<file path="config.mk">
export PLATFORM = sky130hd
export DESIGN_NAME = layer_sequencer_flat
export DESIGN_NICKNAME = d
export VERILOG_FILES = /design/src/rtl/net_pkg.sv /design/src/rtl/layer_sequencer_if.sv /design/src/rtl/net_mac_unit.sv /design/src/rtl/layer_sequencer.sv /design/src/flat_wrapper.sv
export SDC_FILE = /design/constraint.sdc
export NUM_CORES = 1
export LEC_CHECK = 0
export ABC_CLOCK_PERIOD_IN_PS = 8850
export CELL_PAD_IN_SITES_DETAIL_PLACEMENT = 1
export CELL_PAD_IN_SITES_GLOBAL_PLACEMENT = 1
export CORE_MARGIN = 2
export CORE_UTILIZATION = 42
export CTS_BUF_LIST = sky130_fd_sc_hd__clkbuf_16
export CTS_CLUSTER_DIAMETER = 100
export DETAILED_ROUTE_END_ITERATION = 6
export DONT_BUFFER_PORTS = 1
export GPL_ROUTABILITY_DRIVEN = 0
export PLACE_DENSITY_LB_ADDON = 0.12
export SKIP_LAST_GASP = 1
export SLEW_MARGIN = 20
export SYNTH_ARGS = -nofsm -noshare
export SYNTH_HDL_FRONTEND = slang
export SYNTH_SLANG_ARGS = --single-unit
</file>
<file path="constraint.sdc">
create_clock -name clk -period 8.85 [get_ports clk]
set_clock_uncertainty 0.2 [all_clocks]
set_input_delay 2.655 -clock clk [delete_from_list [all_inputs] [get_ports clk]]
set_output_delay 2.655 -clock clk [all_outputs]
set_load 0.01 [all_outputs]
</file>
<file path="src/rtl/net_pkg.sv">
// Shared types and width helpers for the layer sequencer.
// FSM encoding, address/accumulator sizing and saturation bounds.
package net_pkg;

  typedef enum logic [2:0] {
    S_IDLE,
    S_MAC,
    S_BIAS,
    S_OUT,
    S_DONE
  } state_e;

  localparam int DATA_W_DEFAULT = 8;

  function automatic int addr_w(input int n);
    return (n <= 1) ? 1 : $clog2(n);
  endfunction

  function automatic int acc_w(input int dw, input int pren);
    return 2 * dw + $clog2(pren) + 1;
  endfunction

  function automatic longint sat_hi(input int dw);
    return (64'sd1 <<< (dw - 1)) - 64'sd1;
  endfunction

  function automatic longint sat_lo(input int dw);
    return -(64'sd1 <<< (dw - 1));
  endfunction

endpackage

</file>
<file path="src/rtl/layer_sequencer_if.sv">
// Memory read ports and result handshake of the layer sequencer.
// master = sequencer side, slave = memories and result consumer.
interface layer_sequencer_if
  import net_pkg::*;
#(
  parameter int DataWidth = 8,
  parameter int N         = 1,
  parameter int PreN      = 192
);
  localparam int IAW = addr_w(PreN);
  localparam int WAW = addr_w(N * PreN);
  localparam int NAW = addr_w(N);

  logic [IAW-1:0]              in_addr;
  logic [WAW-1:0]              w_addr;
  logic [NAW-1:0]              b_addr;
  logic signed [DataWidth-1:0] in_data;
  logic signed [DataWidth-1:0] w_data;
  logic signed [DataWidth-1:0] b_data;

  logic                        out_valid;
  logic                        out_ready;
  logic [NAW-1:0]              out_addr;
  logic signed [DataWidth-1:0] out_data;

  modport master (
    output in_addr, w_addr, b_addr,
    input  in_data, w_data, b_data,
    output out_valid, out_addr, out_data,
    input  out_ready
  );

  modport slave (
    input  in_addr, w_addr, b_addr,
    output in_data, w_data, b_data,
    input  out_valid, out_addr, out_data,
    output out_ready
  );

endinterface

</file>
<file path="src/rtl/net_mac_unit.sv">
// Multiply-accumulate, bias add, fraction shift and saturation.
// Define LAYER_SEQ_RELU_EN to clamp negative results to zero.
module net_mac_unit
  import net_pkg::*;
#(
  parameter int DataWidth = 8,
  parameter int PreN      = 192,
  parameter int FracBits  = 0
) (
  input  logic                        clk,
  input  logic                        rst,
  input  logic                        clr_i,
  input  logic                        en_i,
  input  logic signed [DataWidth-1:0] a_i,
  input  logic signed [DataWidth-1:0] b_i,
  input  logic signed [DataWidth-1:0] bias_i,
  output logic signed [DataWidth-1:0] res_o
);
  localparam int PW = 2 * DataWidth;
  localparam int AW = acc_w(DataWidth, PreN);
  localparam int SW = AW + 1;

  localparam logic signed [SW-1:0] HI = SW'(sat_hi(DataWidth));
  localparam logic signed [SW-1:0] LO = SW'(sat_lo(DataWidth));

  logic signed [PW-1:0] prod;
  logic signed [AW-1:0] acc_q, acc_d;
  logic signed [SW-1:0] bias_ext, bias_sh;
  logic signed [SW-1:0] sum, shr, clip;

  assign prod = a_i * b_i;

  always_comb begin
    acc_d = acc_q;
    if (clr_i) begin
      acc_d = '0;
    end else if (en_i) begin
      acc_d = acc_q + {{(AW-PW){prod[PW-1]}}, prod};
    end
  end

  always_ff @(posedge clk) begin
    if (rst) begin
      acc_q <= '0;
    end else begin
      acc_q <= acc_d;
    end
  end

  // Bias is aligned to the accumulator's fixed-point scale before adding.
  assign bias_ext = {{(SW-DataWidth){bias_i[DataWidth-1]}}, bias_i};
  assign bias_sh  = bias_ext <<< FracBits;
  assign sum      = {acc_q[AW-1], acc_q} + bias_sh;
  assign shr      = sum >>> FracBits;

  always_comb begin
    clip = shr;
`ifdef LAYER_SEQ_RELU_EN
    if (shr[SW-1]) begin
      clip = '0;
    end
`endif
    if (clip > HI) begin
      res_o = HI[DataWidth-1:0];
    end else if (clip < LO) begin
      res_o = LO[DataWidth-1:0];
    end else begin
      res_o = clip[DataWidth-1:0];
    end
  end

endmodule

</file>
<file path="src/rtl/layer_sequencer.sv">
// Walks one neuron layer: MAC over PreN inputs, bias, emit, repeat.
// Optional ReLU on results via LAYER_SEQ_RELU_EN (see net_mac_unit).
module layer_sequencer
  import net_pkg::*;
#(
  parameter int DataWidth = 8,
  parameter int N         = 1,
  parameter int PreN      = 192,
  parameter int FracBits  = 0
) (
  input  logic clk,
  input  logic rst,
  input  logic start,
  output logic busy,
  output logic done,
  layer_sequencer_if.master bus
);
  localparam int IAW = addr_w(PreN);
  localparam int WAW = addr_w(N * PreN);
  localparam int NAW = addr_w(N);
  localparam int CW  = addr_w(PreN + 1);

  state_e                      state_q;
  logic [CW-1:0]               cyc_q;
  logic [NAW-1:0]              j_q;
  logic [IAW-1:0]              in_addr_q;
  logic [WAW-1:0]              w_addr_q;
  logic                        busy_q;
  logic                        done_q;
  logic                        valid_q;
  logic signed [DataWidth-1:0] out_data_q;

  logic                        mac_clr;
  logic                        mac_en;
  logic signed [DataWidth-1:0] mac_res;

  // Accumulator is only live in MAC/BIAS; clearing elsewhere gives a clean entry.
  assign mac_clr = (state_q != S_MAC) && (state_q != S_BIAS);
  assign mac_en  = (state_q == S_MAC) && (cyc_q != '0);

  net_mac_unit #(
    .DataWidth (DataWidth),
    .PreN      (PreN),
    .FracBits  (FracBits)
  ) u_mac (
    .clk    (clk),
    .rst    (rst),
    .clr_i  (mac_clr),
    .en_i   (mac_en),
    .a_i    (bus.in_data),
    .b_i    (bus.w_data),
    .bias_i (bus.b_data),
    .res_o  (mac_res)
  );

  always_ff @(posedge clk) begin
    if (rst) begin
      state_q    <= S_IDLE;
      cyc_q      <= '0;
      j_q        <= '0;
      in_addr_q  <= '0;
      w_addr_q   <= '0;
      busy_q     <= 1'b0;
      done_q     <= 1'b0;
      valid_q    <= 1'b0;
      out_data_q <= '0;
    end else begin
      done_q <= 1'b0;
      unique case (state_q)
        S_IDLE: begin
          if (start) begin
            state_q   <= S_MAC;
            busy_q    <= 1'b1;
            cyc_q     <= '0;
            j_q       <= '0;
            in_addr_q <= '0;
            w_addr_q  <= '0;
          end
        end
        S_MAC: begin
          if (cyc_q < CW'(PreN - 1)) begin
            in_addr_q <= in_addr_q + IAW'(1);
            w_addr_q  <= w_addr_q + WAW'(1);
          end
          if (cyc_q == CW'(PreN)) begin
            state_q <= S_BIAS;
          end else begin
            cyc_q <= cyc_q + CW'(1);
          end
        end
        S_BIAS: begin
          out_data_q <= mac_res;
          valid_q    <= 1'b1;
          state_q    <= S_OUT;
        end
        S_OUT: begin
          if (bus.out_ready) begin
            valid_q <= 1'b0;
            if (j_q == NAW'(N - 1)) begin
              state_q <= S_DONE;
              busy_q  <= 1'b0;
              done_q  <= 1'b1;
            end else begin
              // Weight rows are contiguous, so the next row follows the last k.
              j_q       <= j_q + NAW'(1);
              state_q   <= S_MAC;
              cyc_q     <= '0;
              in_addr_q <= '0;
              w_addr_q  <= w_addr_q + WAW'(1);
            end
          end
        end
        S_DONE: begin
          state_q <= S_IDLE;
        end
        default: begin
          state_q <= S_IDLE;
        end
      endcase
    end
  end

  assign bus.in_addr   = in_addr_q;
  assign bus.w_addr    = w_addr_q;
  assign bus.b_addr    = j_q;
  assign bus.out_valid = valid_q;
  assign bus.out_addr  = j_q;
  assign bus.out_data  = out_data_q;
  assign busy          = busy_q;
  assign done          = done_q;

endmodule

</file>
<file path="src/flat_wrapper.sv">
// flat-port wrapper written by rule: the top's interface ports become plain ports
module layer_sequencer_flat import net_pkg::*;
#(
  parameter int DataWidth = 8,
  parameter int N         = 1,
  parameter int PreN      = 192,
  parameter int FracBits  = 0
)
  (clk, rst, start, busy, done, bus_in_addr, bus_w_addr, bus_b_addr, bus_in_data, bus_w_data, bus_b_data, bus_out_valid, bus_out_addr, bus_out_data, bus_out_ready);
  layer_sequencer_if #(.DataWidth(DataWidth), .N(N), .PreN(PreN)) bus_i ();
  input  logic clk;
  input  logic rst;
  input  logic start;
  output logic busy;
  output logic done;
  output wire logic [$bits(bus_i.in_addr)-1:0] bus_in_addr;
  output wire logic [$bits(bus_i.w_addr)-1:0] bus_w_addr;
  output wire logic [$bits(bus_i.b_addr)-1:0] bus_b_addr;
  input wire logic [$bits(bus_i.in_data)-1:0] bus_in_data;
  input wire logic [$bits(bus_i.w_data)-1:0] bus_w_data;
  input wire logic [$bits(bus_i.b_data)-1:0] bus_b_data;
  output wire logic [$bits(bus_i.out_valid)-1:0] bus_out_valid;
  output wire logic [$bits(bus_i.out_addr)-1:0] bus_out_addr;
  output wire logic [$bits(bus_i.out_data)-1:0] bus_out_data;
  input wire logic [$bits(bus_i.out_ready)-1:0] bus_out_ready;
  assign bus_in_addr = bus_i.in_addr;
  assign bus_w_addr = bus_i.w_addr;
  assign bus_b_addr = bus_i.b_addr;
  assign bus_i.in_data = bus_in_data;
  assign bus_i.w_data = bus_w_data;
  assign bus_i.b_data = bus_b_data;
  assign bus_out_valid = bus_i.out_valid;
  assign bus_out_addr = bus_i.out_addr;
  assign bus_out_data = bus_i.out_data;
  assign bus_i.out_ready = bus_out_ready;
  layer_sequencer #(.DataWidth(DataWidth), .N(N), .PreN(PreN), .FracBits(FracBits)) u_core (.clk(clk), .rst(rst), .start(start), .busy(busy), .done(done), .bus(bus_i));
endmodule
</file>
==> qor.txt <==
Status: complete, no violations
Ratio of cells with drive above 1 in the final layout: 5.08%
Top cells by count, synth: inv_1 (102), ha_1 (84), nand2_1 (82), nor2_1 (82), a21oi_1 (70)
Main flop type after synthesis: dfxtp_1
Worst-skew pair later-pin latency: 0.34 ns
EDFF count, synth: 0
Synth Register Bits: 63
Top-count cell post-synth: inv_1
Final setup violation count: 0
Cell Area, Synth: 7570 um2
R2R Path End: u_core.bus.out_data[6]
Total Wirelength: 18700 um
Layout Nets: 1108
Initial antenna violation count: 0
Critical path type: in -> reg
R2R cell count: 12
GR Util All Layers: 20.2%
Die Area: 19100 um2
CP endpoint kind: flip-flop
Async SR Flop Fraction: 0%
Final min period: 8.52 ns
Clock Power Share: 15.5%
Max_cap viols: 0
DP HPWL: 15200 um
Final worst setup slack: 0.334 ns
# IOs: 57
Min-delay worst type: reg -> reg
Hold Crit Start: u_core.u_mac.acc_q[9]
Hold path depth: 2
CP startpoint kind: input port
Die Y-Extent: 138 um
Post-synthesis cell count: 936
Power Density: 271 nW/um2
Power, Total: 2.21 mW
Cell count after placement: 1157
Hold Path Sink: u_core.u_mac.acc_q[9]
DRC: 0
Combinational Power Share: 70.9%
Utilization after layout: 45.7%
Leak: 3.55 nW
Hold WS: 0.289 ns
Via density: 5.46
Placement Rows: 49
Final Hold Viols: 0
Clock Pin Slew Worst Setup and Hold Paths: 0.06 ns
Root Driver: clkbuf_16
Crit path DAT: 8.54 ns
Yosys top cell area share: 16.7%
First-pass GRT wire length: 32400 um
Area contributors post-synth: dfxtp_1 (17%), fa_1 (15%), ha_1 (14%), inv_1 (5.1%), xnor2_1 (4.7%)
Peak Freq: 0.117 GHz
Grt ovf: 0
Post-cts sizing count: 0
Pin count of the biggest net entering global routing: 31
CP max FO: 8
CP required: 8.88 ns
Hold-fix buffers, CTS: 0
Drt first pass iters: 4
Synth unique cells: 70
Routed wire length per instance: 15.9 um
H-Tree Depth: 3
Number of routed nets with antenna violations: 0
Cell taking the most area after synthesis: dfxtp_1
PortBufs: 0
Core area: 17800 um2
CTS Buffer Depth: 2
CTS Sinks: 63
Starting density of the core: 42.5%
Pre-CTS setup slack: -0.197 ns
R2r setup slk: 4.93 ns
Part of the power in registers: 13.6%
Vias in the first global route: 6710
Area growth syn-to-layout: 7.68%
Num CTS Buffers: 9
Syn. warnings: 0
Worst reg2reg path startpoint: u_core.u_mac.acc_q[0]
Register area share after synthesis: 16.7%
VDD IR max: 0.000211 V
Period utilisation layout: 96.2%
Non-filler cells, final: 1174
Sw Share: 48.1%
Die X-Extent: 138 um
Internal: 1.15 mW
Post-CTS setup buffers: 0
Max transition margin: 32.0%
Fin. max-slew vios: 0
Vias post-DR: 6409
DRT iter0 DRCs: 195
CTS tree: done
Worst slew pin tran: 1.02 ns
Net Switching: 1.06 mW
Mapped Avg Cell Area: 8.09 um2
==> registers in the layout, indices dropped and copies added (netlist names) <==
signal	flops
u_core.cyc_q	8
u_core.busy	1
u_core.bus.out_data	8
u_core.bus.in_addr	8
u_core.done	1
u_core.u_mac.acc_q	25
u_core.state_q	3
u_core.bus.w_addr	8
u_core.bus.out_valid	1
==> worst max-delay path, cell delays in order <==
cell       delay, ns
and2_1          0.16
fa_1            0.53
inv_1           0.05
fa_1            0.48
inv_1           0.06
fa_1            0.53
inv_1           0.05
fa_1            0.52
inv_1           0.04
ha_1            0.32
inv_1           0.07
o21bai_1        0.09
a31o_2          0.26
a21oi_1         0.18
xnor2_1         0.08
ha_1            0.37
nand2_1         0.13
a2111oi_2       0.36
buf_4           0.20
o21ai_1         0.08
a21oi_1         0.18
nor2_1          0.11
buf_4           0.15
a2111o_1        0.38
nand4_1         0.10
nand4_1         0.08
a311o_1         0.32
==> worst max path at each step <==
stage	start	end	slack [ns]	depth (start not counted)
floorplan	bus_in_data[7]	u_core.u_mac.acc_q[24]	0.05	23
global placement	bus_w_data[4]	u_core.u_mac.acc_q[24]	-0.16	26
detailed placement	bus_w_data[4]	u_core.u_mac.acc_q[24]	-0.20	26
CTS	bus_w_data[4]	u_core.u_mac.acc_q[24]	0.14	26
global route	bus_in_data[0]	u_core.u_mac.acc_q[24]	-0.02	26
finish	bus_w_data[4]	u_core.u_mac.acc_q[24]	0.33	27
==> metrics by stage <==
step | TNS, ns | cell area, um2
after CTS | 0 | 8130
after floorplan | 0 | 7580
final | 0 | 8160
after global routing | -0.0201 | 8150
after detailed placement | -0.197 | 7860
after global placement | -0.159 | 7860
==> per-layer routing <==
layer  track usage, %  up-vias  part of all wire, %
met2             34.4       60                   49
met3             2.98       13                  2.6
met1             27.3     3102                   47
li1                 -     3234                    -
met5                0        -                    0
met4             4.35        0                  1.4
==> power groups by stage <==
stage               sequential (mW)  clock, mW  combinational, mW
floorplan                     0.302          0               1.21
detailed placement            0.307          0               1.55
CTS                           0.300      0.350               1.56
finish                        0.300      0.342               1.57
global route                  0.301      0.361               1.81
global placement              0.306          0               1.53
==> cell families after synthesis <==
family | count (synthesis) | share of synthesized area, %
simple gates | 339 | 22.6
compound gates | 201 | 17.5
fa+ha+maj | 141 | 28.9
buf+inv | 123 | 6.33
xor+xnor | 65 | 7.52
flops | 63 | 16.7
mux | 3 | 0.413
other cells | 1 | 0.0495
==> layout make-up <==
class,count,area (um2)
fill,2227,9680
multi-input combinational,751,5860
sequential,63,1260
inverter,102,383
tap,229,287
clock buffer,9,225
timing repair buffer,12,90.1
clock inverter,7,48.8
antenna,1,2.50
==> placed cells by master (no fill, tap or decap), drive strengths merged, types with 13 or more instances in the layout <==
cell,count
nor2,82
nand2,82
fa,57
a21oi,71
o21ai,33
and2,49
a21o,17
nor3,13
xnor2,41
inv,103
dfxtp,63
nand3,31
ha,84
xor2,24
nand4,16
(Power assumes the default switching activity.)
